### src/rtl/jstack_ctl.sv
// JVM stack RAM sequencer: runs engine stack micro-ops and MCU random accesses
// on one single-ported RAM, owning the stack pointer (jsp) and frame pointer (jframe).
module jstack_ctl #(
    parameter int AW      = 10,
    parameter int RAM_LAT = 1
) (
    input  logic          sysclk,
    input  logic          sysreset_n,
    input  logic          e_valid,
    output logic          e_ready,
    input  logic [2:0]    e_cmd,
    input  logic [AW-1:0] e_ofs,
    input  logic [15:0]   e_wdata,
    output logic          e_done,
    output logic [15:0]   e_rdata,
    input  logic          m_req,
    input  logic          m_we,
    input  logic [AW-1:0] m_addr,
    input  logic [15:0]   m_wdata,
    output logic          m_ack,
    output logic [15:0]   m_rdata,
    output logic [AW-1:0] ram_addr,
    output logic [15:0]   ram_wdata,
    output logic          ram_wren,
    input  logic [15:0]   ram_q,
    output logic [AW-1:0] jsp,
    output logic [AW-1:0] jframe,
    output logic          err,
    input  logic          err_clr,
    output logic [2:0]    dbg_state
);

    localparam logic [2:0] S_IDLE  = 3'd0;
    localparam logic [2:0] S_ISSUE = 3'd1;
    localparam logic [2:0] S_WAIT  = 3'd2;
    localparam logic [2:0] S_DUPWR = 3'd3;
    localparam logic [2:0] S_DONE  = 3'd4;

    localparam logic [2:0] C_PUSH  = 3'd0;
    localparam logic [2:0] C_POP   = 3'd1;
    localparam logic [2:0] C_PEEK  = 3'd2;
    localparam logic [2:0] C_DUP   = 3'd3;
    localparam logic [2:0] C_LOAD  = 3'd4;
    localparam logic [2:0] C_STORE = 3'd5;
    localparam logic [2:0] C_SETSP = 3'd6;
    localparam logic [2:0] C_SETFP = 3'd7;

    localparam logic [AW-1:0] JSP_MAX = '1;
    localparam logic [AW-1:0] ONE     = 1;
    localparam logic [1:0]    WAIT_LD = 2'(RAM_LAT - 1);

    logic [2:0]    state;
    logic [2:0]    cmd_q;
    logic [AW-1:0] val_q;
    logic          mcu_q;
    logic          mwe_q;
    logic          flt_q;
    logic          last_m;
    logic [1:0]    wcnt;

    logic          grant_e;
    logic          grant_m;
    logic          fault_e;
    logic          touch_e;
    logic          write_e;
    logic [AW-1:0] jsp_m1;
    logic [AW-1:0] addr_e;

    // Handshake: an engine command transfers on a cycle with e_valid && e_ready
    // (e_ready is high only in IDLE); m_req is a level held until the m_ack pulse.
    assign e_ready   = (state == S_IDLE);
    assign e_done    = (state == S_DONE) && !mcu_q;
    assign m_ack     = (state == S_DONE) && mcu_q;
    assign dbg_state = state;
    assign jsp_m1    = jsp - ONE;

    // On a tie the side that did not win last time is granted.
    assign grant_e = (state == S_IDLE) && e_valid && (!m_req || last_m);
    assign grant_m = (state == S_IDLE) && m_req && (!e_valid || !last_m);

    always_comb begin
        fault_e = 1'b0;
        touch_e = 1'b1;
        write_e = 1'b0;
        addr_e  = jsp;
        case (e_cmd)
            C_PUSH:  begin fault_e = (jsp == JSP_MAX); write_e = 1'b1; end
            C_POP:   begin fault_e = (jsp == '0); addr_e = jsp_m1; end
            C_PEEK:  begin fault_e = (e_ofs >= jsp); addr_e = jsp_m1 - e_ofs; end
            C_DUP:   begin fault_e = (jsp == '0) || (jsp == JSP_MAX); addr_e = jsp_m1; end
            C_LOAD:  addr_e = jframe + e_ofs;
            C_STORE: begin addr_e = jframe + e_ofs; write_e = 1'b1; end
            default: touch_e = 1'b0;
        endcase
    end

    // RAM address/data are registered on entry to ISSUE (or DUPWR) so they are
    // presented during that cycle; ram_wren is a single-cycle pulse.
    always_ff @(posedge sysclk or negedge sysreset_n) begin
        if (!sysreset_n) begin
            state     <= S_IDLE;
            cmd_q     <= C_PUSH;
            val_q     <= '0;
            mcu_q     <= 1'b0;
            mwe_q     <= 1'b0;
            flt_q     <= 1'b0;
            last_m    <= 1'b1;
            wcnt      <= '0;
            jsp       <= '0;
            jframe    <= '0;
            err       <= 1'b0;
            ram_addr  <= '0;
            ram_wdata <= '0;
            ram_wren  <= 1'b0;
            e_rdata   <= '0;
            m_rdata   <= '0;
        end else begin
            ram_wren <= 1'b0;
            if (err_clr) err <= 1'b0;
            case (state)
                S_IDLE: begin
                    if (grant_e) begin
                        last_m <= 1'b0;
                        mcu_q  <= 1'b0;
                        cmd_q  <= e_cmd;
                        val_q  <= e_wdata[AW-1:0];
                        flt_q  <= fault_e;
                        if (!fault_e && touch_e) ram_addr <= addr_e;
                        if (!fault_e && write_e) begin
                            ram_wdata <= e_wdata;
                            ram_wren  <= 1'b1;
                        end
                        state <= S_ISSUE;
                    end else if (grant_m) begin
                        last_m   <= 1'b1;
                        mcu_q    <= 1'b1;
                        mwe_q    <= m_we;
                        flt_q    <= 1'b0;
                        ram_addr <= m_addr;
                        if (m_we) begin
                            ram_wdata <= m_wdata;
                            ram_wren  <= 1'b1;
                        end
                        state <= S_ISSUE;
                    end
                end
                S_ISSUE: begin
                    wcnt <= WAIT_LD;
                    if (mcu_q) begin
                        state <= mwe_q ? S_DONE : S_WAIT;
                    end else if (flt_q) begin
                        err   <= 1'b1;
                        state <= S_DONE;
                    end else begin
                        case (cmd_q)
                            C_PUSH:  begin jsp <= jsp + ONE; state <= S_DONE; end
                            C_STORE: state <= S_DONE;
                            C_SETSP: begin jsp <= val_q; state <= S_DONE; end
                            C_SETFP: begin jframe <= val_q; state <= S_DONE; end
                            C_POP:   begin jsp <= jsp_m1; state <= S_WAIT; end
                            default: state <= S_WAIT;
                        endcase
                    end
                end
                S_WAIT: begin
                    if (wcnt == '0) begin
                        if (mcu_q) m_rdata <= ram_q;
                        else e_rdata <= ram_q;
                        if (!mcu_q && cmd_q == C_DUP) begin
                            ram_addr  <= jsp;
                            ram_wdata <= ram_q;
                            ram_wren  <= 1'b1;
                            state     <= S_DUPWR;
                        end else begin
                            state <= S_DONE;
                        end
                    end else begin
                        wcnt <= wcnt - 2'd1;
                    end
                end
                S_DUPWR: begin
                    jsp   <= jsp + ONE;
                    state <= S_DONE;
                end
                S_DONE:  state <= S_IDLE;
                default: state <= S_IDLE;
            endcase
        end
    end

endmodule

### config.mk
export PLATFORM = sky130hd
export DESIGN_NAME = jstack_ctl
export DESIGN_NICKNAME = d
export VERILOG_FILES = /design/src/rtl/jstack_ctl.sv
export SDC_FILE = /design/constraint.sdc
export NUM_CORES = 1
export LEC_CHECK = 0
export ABC_AREA = 1
export CAP_MARGIN = 20
export CORE_MARGIN = 10
export CORE_UTILIZATION = 50
export CTS_CLUSTER_DIAMETER = 120
export CTS_CLUSTER_SIZE = 12
export DETAILED_ROUTE_END_ITERATION = 7
export PLACE_DENSITY = 0.81
export SYNTH_ARGS = -nofsm -noshare
export SYNTH_HDL_FRONTEND = slang
export SYNTH_SLANG_ARGS = --single-unit
### constraint.sdc
create_clock -name sysclk -period 2.7 [get_ports sysclk]
set_input_delay 0.54 -clock sysclk [delete_from_list [all_inputs] [get_ports sysclk]]
set_output_delay 0.54 -clock sysclk [all_outputs]
set_load 0.005 [all_outputs]
# Word-level counts from Yosys, hierarchy flattened
# Index checks and enable logic that the tools add are counted.
[op_classes]
mul = 0
addsub = 5
n_eq_ne = 25
n_reduce_logical = 42
magnitude_cmp = 1
n_div = 0
n_bitwise = 3
muxes = 47
shift = 0
[ops]
columns = ["cell", "n"]
rows = [
  ["$mux W16", 6],
  ["$mux W10", 7],
  ["$pmux W10 S3", 2],
  ["$pmux W10 S2", 2],
  ["$pmux W16 S2", 1],
  ["$mux W3", 8],
  ["$eq A3 B3 Y1 const B", 6],
  ["$mux W1", 16],
  ["$eq A3 B2 Y1 const B", 5],
  ["$pmux W3 S4", 1],
  ["$add A10 B1 Y10 const B", 1],
  ["$add A10 B10 Y10", 1],
  ["$eq A10 B10 Y1 const B", 1],
  ["$ge A10 B10 Y1", 1],
  ["$logic_not A10 Y1", 1],
  ["$ne A2 B2 Y1 const B", 5],
  ["$sub A10 B1 Y10 const B", 1],
  ["$sub A10 B10 Y10", 1],
  ["$eq A3 B1 Y1 const B", 3],
  ["$logic_and A1 B1 Y1", 9],
  ["$logic_not A3 Y1", 3],
  ["$reduce_and A3 Y1", 3],
  ["$reduce_and A2 Y1", 4],
  ["$reduce_and A4 Y1", 2],
  ["18 further kinds", 33],
]
[totals]
rom_bits = 0
memories = 0
ramBits = 0
regBits = 102
latchBits = 0

# Longest topological paths before layout
# Gate-level depths: netlist (run 1).
[logic_depth]
depth_word = 8
mapped_depth = 19
depth_no_buf = 19

# Worst setup path before layout (run 1)
# OpenSTA, ideal clock, no wires.
[synth_path]
kind = "register -> register"
start = "reg jsp[0]"
end = "reg ram_addr[9]"
slack_ps = 296
stages_incl_launch_ff = 19
setup_ps = 116
n_path_buf = 0
arrival_ps = 2287
period_less_slack_ps = 2404
path_cell_list = "dfrtp_1 inv_1 ha_1 nand2_1 nor2_1 nand2_1 and2_1 ha_1 nand2_1 inv_1 a21oi_1 nand3_1 nand3b_1 nand3_1 nand2_1 nand2_1 nand2_1 nand2_1 nand2_1"
[synth_between]
elab_chain_len = 7
word_cells_on_any_way = 15
cone_classes = "add/sub (2); order compare (1); eq/ne (2); mux (5); reduce/logical (5)"
[synth_rtl]
columns = ["element", "line_no", "rtl"]
rows = [
  ["start: declaration", "26", "output logic [AW-1:0] jsp,"],
  ["start signal: assignment", "182", "jsp <= jsp + ONE;"],
  ["parallel branches: the longest is 7 deep, another holds $sub A10 B1 Y10", "n/a", ""],
  ["end signal: assignment", "128", "if (!fault_e && touch_e) ram_addr <= addr_e;"],
  ["end signal: assignment", "139", "ram_addr <= m_addr;"],
  ["end signal: assignment", "170", "ram_addr <= jsp;"],
  ["end: declaration", "22", "output logic [AW-1:0] ram_addr,"],
]
# Parallel ways; which one is timed is not known. The select of a mux whose other input is x is not followed.
# A chain may end at the register's enable or synchronous reset.

# Worst setup path after layout (run 1)
# Same ends and word-level chain as after synthesis.

==> run_results.csv, run 1 <==
group,metric,value,unit
outcome,status,"completed",
worst_setup_path,path_cells,"inv_1 -> ha_4 -> nand2_1 -> nor2_2 -> nand2_1 -> and2_1 -> ha_1 -> nand2_1 -> inv_1 -> a21oi_1 -> nand3_1 -> nand3b_1 -> nand3_1 -> nand2_1 -> nand2_1 -> nand2_1 -> nand2_1 -> nand2_1",
route,drt_iter0_markers,649,
finish,mostFrequentLayoutCells,"nand2_1 (272), clkdlybuf4s50_1 (161), inv_1 (117), dfrtp_1 (100), o21ai_0 (91)",
global_routing,antenna_found_initial,0,
timing,relSlewSlack,65.5,%
timing,fin_crit,2.51,ns
floorplan,start_util,51.8,%
worst_setup_path,max_stage_delay,0.38,ns
timing,finalClockSkew,0.00940,ns
route,wl_per_cell,17.7,um
timing,finalSetupTns,0,ns
floorplan,core-area,0.0128,mm2
synth,synthesis.nets,1029,
finish,final_common_cell,"nand2_1",
placement,numPortBuffers,162,
worst_setup_path,worstPathArrival,2.75,ns
clock_network,clk_path_buf_depth,2,
finish,num_antenna_cells,0,
timing,final-setup-viol-count,0,
clock_network,cts_sinks,102,
floorplan,dieWidth,135,um
finish,area.growth.synth_to_final,37.0,%
pwr,leakage,4.48,nW
finish,fin_util,70.9,%
global_routing,grt_pass1_vias,6699,
synth,syn_area_per_cell,7.20,um2
global_routing,gr-usage-all-layers,24.8,%
global_routing,grt_max_degree,50,
route,vias_per_cell,5.37,
worst_setup_path,worstSetupPathType,"flop to flop",
route,wirelength,22.8,mm
timing,fmaxAchievable,0.399,GHz
timing,slew_violations,0,
route,vias,6939,
clock_network,cts_buffers,9,
worst_setup_path,critPathTopFamily,"simple AND/OR/NAND/NOR gates",
worst_setup_path,start_kind,"flop",
finish,fill_cells,1095,
clock_network,htree_levels,3,
worst_setup_path,slowest_stage,"dfrtp_1",
clock_network,postCtsSetupRepairBufs,0,
worst_setup_path,critPathMostFrequentCell,"nand2_1",
timing,hold_viol_final,0,
route,drc_errors,0,
worst_setup_path,critPathBufInv,2,
synth,synth_cell_types,47,
clock_network,cts.clk_slew.worst_paths,0.07,ns
synth,synthCells,919,
placement,hpwl,18.1,mm
finish,fin_nets,1225,
worst_hold_path,min_path_type,"input pin to asynchronous set/reset pin",
placement,place.gp.congestion,0.957,
floorplan,die_h,135,um
clock_network,clock_insertion_delay_worst_skew,0.35,ns
worst_setup_path,required,2.95,ns
synth,synth_edf_count,0,
pwr,peakVddDrop,0.708,mV
worst_setup_path,path_max_fanout,3,
job,maxCapViolCount,0,
synth,yosysWarnings,0,
floorplan,die-area,0.0182,mm2
floorplan,io-pin-count,163,
global_routing,grt_pass1_wl,35.8,mm
pwr,power_density,1110,mW/mm2
global_routing,grt.overflow.total,0,
clock_network,cts_root_buf,"clkbuf_16",
synth,synth_flop_cell,"dfrtp_1",
clock_network,cts_tree,"done",
synth,synth.yosys.seq_area_share,38.6,%
timing,worst_pin_slew,0.518,ns
worst_setup_path,cp-end-kind,"flop",
finish,drive_above_1_share,11.0,%
timing,finalCritPeriodShare,92.8,%
route,dr.pass1.iters,6,
synth,syn_area,0.00661,mm2
floorplan,rows,41,
synth,async_flop_share,100,%
synth,ys_seq_elements,102,
route,ant_nets,0,
==> cell usage after synthesis (4+ instances only) <==
master	number	area share, %
o211ai_1	4	0.45
a31o_2	7	0.93
nand3b_1	11	1.2
nand3_1	64	4.8
xor2_1	6	0.79
clkbuf_1	21	1.2
inv_2	8	0.45
inv_1	118	6.7
o21ai_2	17	2.3
ha_1	31	5.9
nand4_1	7	0.66
o22ai_1	5	0.47
buf_2	4	0.30
o21ai_0	91	6.9
nand2_1	272	15
a21oi_1	50	3.8
dfrtp_1	101	38
nor2_1	58	3.3
==> final timing paths <==
check / end / slack, ns / start / cells past startpoint
min: m_rdata[8] / 0.16 / sysreset_n / 1
max: ram_addr[9] / 0.19 / jsp[0] / 18
min in group sysclk: ram_wdata[15] / 0.48 / ram_wdata[15] / 2
min reg2reg: ram_wdata[15] / 0.48 / ram_wdata[15] / 2
max in group asynchronous: last_m / 1.84 / sysreset_n / 2
max reg2reg: ram_addr[9] / 0.19 / jsp[0] / 18
==> per-stage QoR <==
| stage | cell area [um2] | hold slack [ns] | total power, W | setup WS [ns] | cells |
|---|---|---|---|---|---|
| finish | 9060 | 0.159 | 0.0100 | 0.195 | 1292 |
| CTS | 9030 | 0.170 | 0.00997 | 0.0965 | 1292 |
| global route | 9060 | 0.185 | 0.0108 | -0.00264 | 1292 |
| global placement | 8730 | 0.465 | 0.00849 | 0.0475 | 1276 |
| detailed placement | 8730 | 0.466 | 0.00862 | 0.0287 | 1276 |
| floorplan | 6610 | 0.244 | 0.00587 | 0.296 | 919 |
==> state kept, by name (all words and copies together), names as in the netlist, 2 cells and up <==
register	flops
cmd_q	3
ram_addr	10
val_q	10
dbg_state	3
ram_wdata	16
jsp	10
jframe	10
e_rdata	16
m_rdata	16
wcnt	2
==> where the power goes <==
group	leakage, nW	total, W	switching (W)	internal (W)
sequential	1.26	0.00272	0.000497	0.00223
clock	0.146	0.00129	0.000574	0.000717
combinational	3.07	0.00601	0.00328	0.00273
total	4.48	0.0100	0.00435	0.00567
==> cell type report <==
type | instances | area (um2) | area share [%]
inverters | 127 | 477 | 5.26
clock buffers | 10 | 229 | 2.53
multi-input cells | 661 | 3480 | 38.4
repair buffers | 214 | 2050 | 22.6
flip-flops and latches | 102 | 2550 | 28.2
well taps | 172 | 215 | 2.37
clock inverters | 6 | 62.6 | 0.690
==> logic make-up (layout without fill, tap and decap cells) <==
| kind of cell | Yosys count | after routing | share of synthesized area, % |
|---|---|---|---|
| compound gates | 188 | 188 | 16.6 |
| xor+xnor | 7 | 7 | 0.927 |
| fa+ha+maj | 33 | 33 | 6.47 |
| buf+inv | 156 | 357 | 9.33 |
| flops | 102 | 102 | 38.6 |
| mux | 1 | 1 | 0.170 |
| simple gates | 432 | 432 | 27.9 |
==> metal layers <==
| layer | part of all wire (%) | track usage [%] | up-vias |
|---|---|---|---|
| li1 | - | - | 3371 |
| met1 | 41 | 30.9 | 3194 |
| met2 | 47 | 40.8 | 328 |
| met3 | 8.9 | 6.34 | 46 |
| met4 | 2.8 | 8.43 | 0 |
| met5 | 0 | 0 | - |
==> timing repair <==
action	in CTS	in global routing
setup endpoints to repair	0	3
gates resized for setup	0	7
hold endpoints to repair	0	0
hold buffers	0	0
Note: power is estimated with default switching activity, not from simulation.
==> run 2, diff against run 1 <==
Settings changed: CORE_UTILIZATION 50 to 52, CTS_BUF_LIST set to sky130_fd_sc_hd__clkbuf_8, PLACE_DENSITY 0.81 to 0.84.
==> run_results.csv, run 2 (same netlist as run 1, synthesis figures left out) <==
group,metric,value,unit
outcome,status,"completed",
route,dr.pass1.iters,5,
global_routing,grt_max_degree,45,
finish,fill_cells,1041,
finish,area.growth.synth_to_final,35.8,%
worst_setup_path,worstPathArrival,2.77,ns
worst_setup_path,r2r_cells,18,
floorplan,core-area,0.0125,mm2
clock_network,cts_sinks,102,
pwr,power_density,1070,mW/mm2
route,drc_errors,0,
worst_setup_path,path_max_fanout,5,
timing,slew_violations,0,
job,maxCapViolCount,0,
worst_setup_path,cp-end-kind,"flop",
route,wl_per_cell,17.9,um
floorplan,rows,41,
clock_network,cts_root_buf,"clkbuf_8",
finish,num_antenna_cells,0,
global_routing,grt_pass1_vias,6864,
clock_network,clk_path_buf_depth,2,
worst_hold_path,min_path_type,"input pin to asynchronous set/reset pin",
pwr,leakage,4.43,nW
route,wirelength,23.1,mm
worst_setup_path,start_kind,"flop",
worst_setup_path,worstSetupPathType,"flop to flop",
placement,hpwl,18.2,mm
finish,final_common_cell,"nand2_1",
global_routing,grt.overflow.total,0,
global_routing,antenna_found_initial,0,
placement,dp_cells,1277,
pwr,peakVddDrop,0.865,mV
route,drt_iter0_markers,777,
timing,fin_crit,2.49,ns
global_routing,gr-usage-all-layers,25.6,%
clock_network,htree_levels,3,
timing,finalClockSkew,0.0131,ns
clock_network,hold_buffers,0,
clock_network,cts_buffers,9,
timing,setup_slack,0.213,ns
pwr,power_switching,0.00434,W
clock_network,clock_insertion_delay_worst_skew,0.39,ns
clock_network,cts.clk_slew.worst_paths,0.10,ns
floorplan,dieWidth,133,um
finish,post_layout_nonfiller_instances,1293,
timing,worst_pin_slew,0.518,ns
timing,final-setup-viol-count,0,
finish,fin_util,71.7,%
timing,fmaxAchievable,0.402,GHz
finish,fin_nets,1226,
route,vias,7089,
pwr,pwr-share-comb,63.1,%
placement,dp_slack,-0.0831,ns
pwr,p_int,0.00530,W
worst_setup_path,required,2.98,ns
timing,hold_viol_final,0,
global_routing,grt_pass1_wl,36.4,mm
placement,place.gp.congestion,1.03,
pwr,seq_power_share,27.9,%
route,vias_per_cell,5.48,
route,ant_nets,0,
pwr,switching_share,45.0,%
floorplan,start_util,52.8,%
finish,drive_above_1_share,12.0,%
timing,finalCritPeriodShare,92.1,%
worst_setup_path,rr_startpoint,"jsp[2]",
finish,mostFrequentLayoutCells,"nand2_1 (270), clkdlybuf4s50_1 (161), inv_1 (118), dfrtp_1 (100), o21ai_0 (91)",
clock_network,cts_tree,"done",
finish,top_regs,"e_rdata (16), m_rdata (16), ram_wdata (16)",
floorplan,io-pin-count,163,
pwr,clock_power_share,9.0,%
floorplan,die-area,0.0176,mm2
placement,numPortBuffers,162,
timing,relSlewSlack,65.4,%
floorplan,die_h,133,um
worst_setup_path,startpoint,"jsp[2]",
## run 2: cell count changes in the layout (fill, tap and decap cells not counted), moves of 2 or more
cell | before | now
clkbuf_8 | 0 | 9
buf_4 | 50 | 52
and2_1 | 3 | 1
clkinv_2 | 3 | 1
nand2_2 | 2 | 4
nand2_1 | 272 | 270
nor2_2 | 3 | 6
clkinvlp_4 | 0 | 3
and2_4 | 0 | 2
nor2_1 | 57 | 53
clkbuf_16 | 9 | 0
## run 2: cell type report
cell class	instances	area (um2)	area share, %
clock buffer	9	124	1.38
clock inverter	7	43.8	0.488
inverter	127	477	5.31
multi-input combinational	661	3520	39.2
sequential	102	2550	28.5
tap	172	215	2.40
timing repair buffer	215	2040	22.7
## run 2: worst max-delay path, cell delays in order, from the launching register on
cell and delay (ns):
dfrtp_2 0.45, nor2_1 0.14, nand2_2 0.12, nor2_4 0.16
nand2_1 0.07, nand2_1 0.13, inv_1 0.10, ha_4 0.30
nand2_1 0.11, nor2_2 0.14, nand3_1 0.12, nand3_1 0.13
nand3_1 0.10, nand3_1 0.09, nand2_1 0.05, nand2_1 0.05
nand2_1 0.04, nand2_1 0.05, nand2_1 0.04
## run 2: timing repair
action                                  4_1_cts  5_1_grt
resized for setup                             0       19
hold endpoints to repair                      0        0
buffers inserted                              0        0
endpoints found under the setup margin        0        5
## run 2: power by group through the flow
stage	Sequential [W]	Combinational [W]	Clock, W
floorplan	0.00268	0.00318	0
global placement	0.00267	0.00578	0
detailed placement	0.00269	0.00590	0
CTS	0.00266	0.00594	0.000893
global route	0.00276	0.00666	0.000952
finish	0.00268	0.00608	0.000871
## run 2: routing by layer
layer  vias up  part of all wire [%]  global-route usage, %
met5         -                     0                      0
li1       3375                     -                      -
met4         0                   4.0                   9.96
met1      3257                    40                   31.0
met3        67                   8.5                   6.62
met2       390                    47                   42.5
## run 2: stage by stage
step	area, um2	hold slack, ns	setup TNS (ns)	power [W]
floorplan	6610	0.244	0	0.00587
finish	8980	0.112	0	0.00963
global placement	8730	0.464	0	0.00845
CTS	8900	0.106	0	0.00949
detailed placement	8730	0.467	-0.0899	0.00859
global route	8980	0.134	-0.0252	0.0104
## run 2: path summary, 6_finish.rpt
path	endpoint	slack [ns]
setup / recovery	ram_addr[9]	0.21
hold / removal	e_rdata[5]	0.11
setup reg to reg	ram_addr[9]	0.21
hold reg to reg	ram_wdata[11]	0.49
max in group asynchronous	last_m	1.82
min in group sysclk	ram_wdata[11]	0.49
==> run 3, diff against run 2 <==
Settings changed: PLACE_DENSITY 0.84 to 0.93.
==> run_results.csv, run 3 (same netlist as run 1, synthesis figures left out) <==
group,metric,value,unit
outcome,status,"completed",
pwr,peakVddDrop,0.826,mV
route,drt_iter0_markers,724,
clock_network,cts_buffers,9,
worst_setup_path,path_max_fanout,7,
worst_setup_path,required,2.98,ns
worst_setup_path,worstSetupPathType,"flop to flop",
finish,fin_nets,1214,
finish,area.growth.synth_to_final,34.6,%
timing,finalSetupTns,0,ns
floorplan,die_h,133,um
global_routing,grt_pass1_vias,6944,
finish,final_common_cell,"nand2_1",
clock_network,htree_levels,3,
pwr,pwr-share-comb,61.9,%
pwr,leakage,4.39,nW
global_routing,grt_max_degree,51,
timing,hold_viol_final,0,
worst_setup_path,rr_startpoint,"jsp[0]",
worst_hold_path,min_path_type,"input pin to asynchronous set/reset pin",
placement,hpwl,17.9,mm
job,maxCapViolCount,0,
floorplan,die-area,0.0176,mm2
route,vias,7064,
timing,final-setup-viol-count,0,
worst_setup_path,start_kind,"flop",
clock_network,clock_insertion_delay_worst_skew,0.39,ns
pwr,power_switching,0.00434,W
finish,mostFrequentLayoutCells,"nand2_1 (272), clkdlybuf4s50_1 (161), inv_1 (118), dfrtp_1 (99), o21ai_0 (91)",
pwr,power_density,1080,mW/mm2
worst_setup_path,r2r-end,"ram_addr[3]",
placement,numPortBuffers,162,
pwr,switching_share,45.0,%
placement,place.gp.congestion,0.983,
worst_setup_path,r2r_slack,0.23,ns
worst_setup_path,cp-end-kind,"flop",
timing,rsz0062_at_grt,"false",
global_routing,gr-usage-all-layers,25.2,%
clock_network,hold_buffers,0,
worst_setup_path,worstPathArrival,2.75,ns
pwr,seq_power_share,28.0,%
timing,finalClockSkew,0.0122,ns
timing,fmaxAchievable,0.406,GHz
route,ant_nets,0,
timing,whs,0.162,ns
global_routing,antenna_found_initial,1,
finish,drive_above_1_share,10.6,%
route,vias_per_cell,5.51,
worst_setup_path,r2r_cells,13,
global_routing,grt.overflow.total,0,
route,wl_per_cell,17.7,um
clock_network,cts_sinks,102,
route,wirelength,22.6,mm
finish,top_regs,"e_rdata (16), m_rdata (16), ram_wdata (16)",
route,drc_errors,0,
floorplan,rows,41,
pwr,p_int,0.00531,W
timing,worst_pin_slew,0.716,ns
timing,slew_violations,0,
clock_network,cts_tree,"done",
clock_network,cts_root_buf,"clkbuf_8",
pwr,clock_power_share,10.1,%
floorplan,core-area,0.0125,mm2
floorplan,io-pin-count,163,
global_routing,grt_pass1_wl,36.1,mm
timing,fin_crit,2.47,ns
clock_network,clk_path_buf_depth,2,
timing,finalCritPeriodShare,91.3,%
clock_network,cts.clk_slew.worst_paths,0.10,ns
route,dr.pass1.iters,6,
timing,relSlewSlack,52.1,%
floorplan,dieWidth,133,um
floorplan,start_util,52.8,%
## run 3: cell types whose count changed in the layout (fill, tap and decap cells not counted), sizes merged
| cell | previous run | this run |
|---|---|---|
| inv | 128 | 130 |
| buf | 54 | 42 |
| diode | 0 | 1 |
| bufinv | 0 | 1 |
| clkinvlp | 3 | 0 |
## run 3: cell type report
class | instances | area [um2]
flip-flops and latches | 102 | 2560
well taps | 172 | 215
clock buffers | 9 | 124
fillers | 985 | 3620
clock inverters | 7 | 65.1
multi-input cells | 661 | 3510
inverters | 127 | 477
repair buffers | 203 | 1950
diodes | 1 | 2.50
## run 3: timing repair
| action | CTS | global route |
|---|---|---|
| resized for setup | 0 | 15 |
| buffers inserted | 0 | 1 |
| hold endpoints to repair | 0 | 0 |
| setup endpoints to repair | 0 | 7 |
## run 3: worst max-delay path by stage
stage,to,from,cells past startpoint
3_3_place_gp,ram_addr[3],e_ofs[2],12
4_1_cts,ram_addr[9],jsp[1],18
6_report,ram_addr[3],jsp[0],13
5_1_grt,ram_addr[9],jsp[2],18
2_1_floorplan,ram_addr[9],jsp[0],18
3_5_place_dp,ram_addr[3],e_ofs[2],12
## run 3: stage by stage
step	std cells	setup slack (ns)	utilization [%]	area, um2	power [W]
2_1_floorplan	919	0.296	-	6610	0.00587
3_3_place_gp	1264	0.0192	69.0	8630	0.00831
3_5_place_dp	1264	-0.00986	69.0	8630	0.00851
4_1_cts	1280	0.0804	70.5	8820	0.00949
5_1_grt	1282	0.00585	71.1	8900	0.0104
6_report	1282	0.235	71.1	8900	0.00965
## run 3: worst max-delay path, cell delays in order (launching register included)
cell,delay [ns]
dfrtp_1,0.40
inv_2,0.10
ha_4,0.16
xor2_1,0.25
ha_1,0.36
nand2_1,0.11
nand3_1,0.15
or2_2,0.30
nand3_1,0.08
nand3b_1,0.13
nand2_1,0.09
nand2_1,0.04
o21ai_0,0.09
o21ai_1,0.08
## run 3: power by group through the flow
stage | Combinational (W) | Sequential, W | Clock [W]
after floorplan | 0.00318 | 0.00268 | 0
after CTS | 0.00584 | 0.00269 | 0.000968
after global placement | 0.00563 | 0.00268 | 0
final | 0.00597 | 0.00270 | 0.000972
after detailed placement | 0.00580 | 0.00271 | 0
after global routing | 0.00656 | 0.00277 | 0.00103
## run 3: layer usage
layer | share of wire [%] | track usage, % | wire (um)
met1 | 39 | 29.7 | 8720
met2 | 48 | 42.7 | 11000
met3 | 8.2 | 5.64 | 1860
met4 | 4.9 | 11.7 | 1110
met5 | 0 | 0 | 0
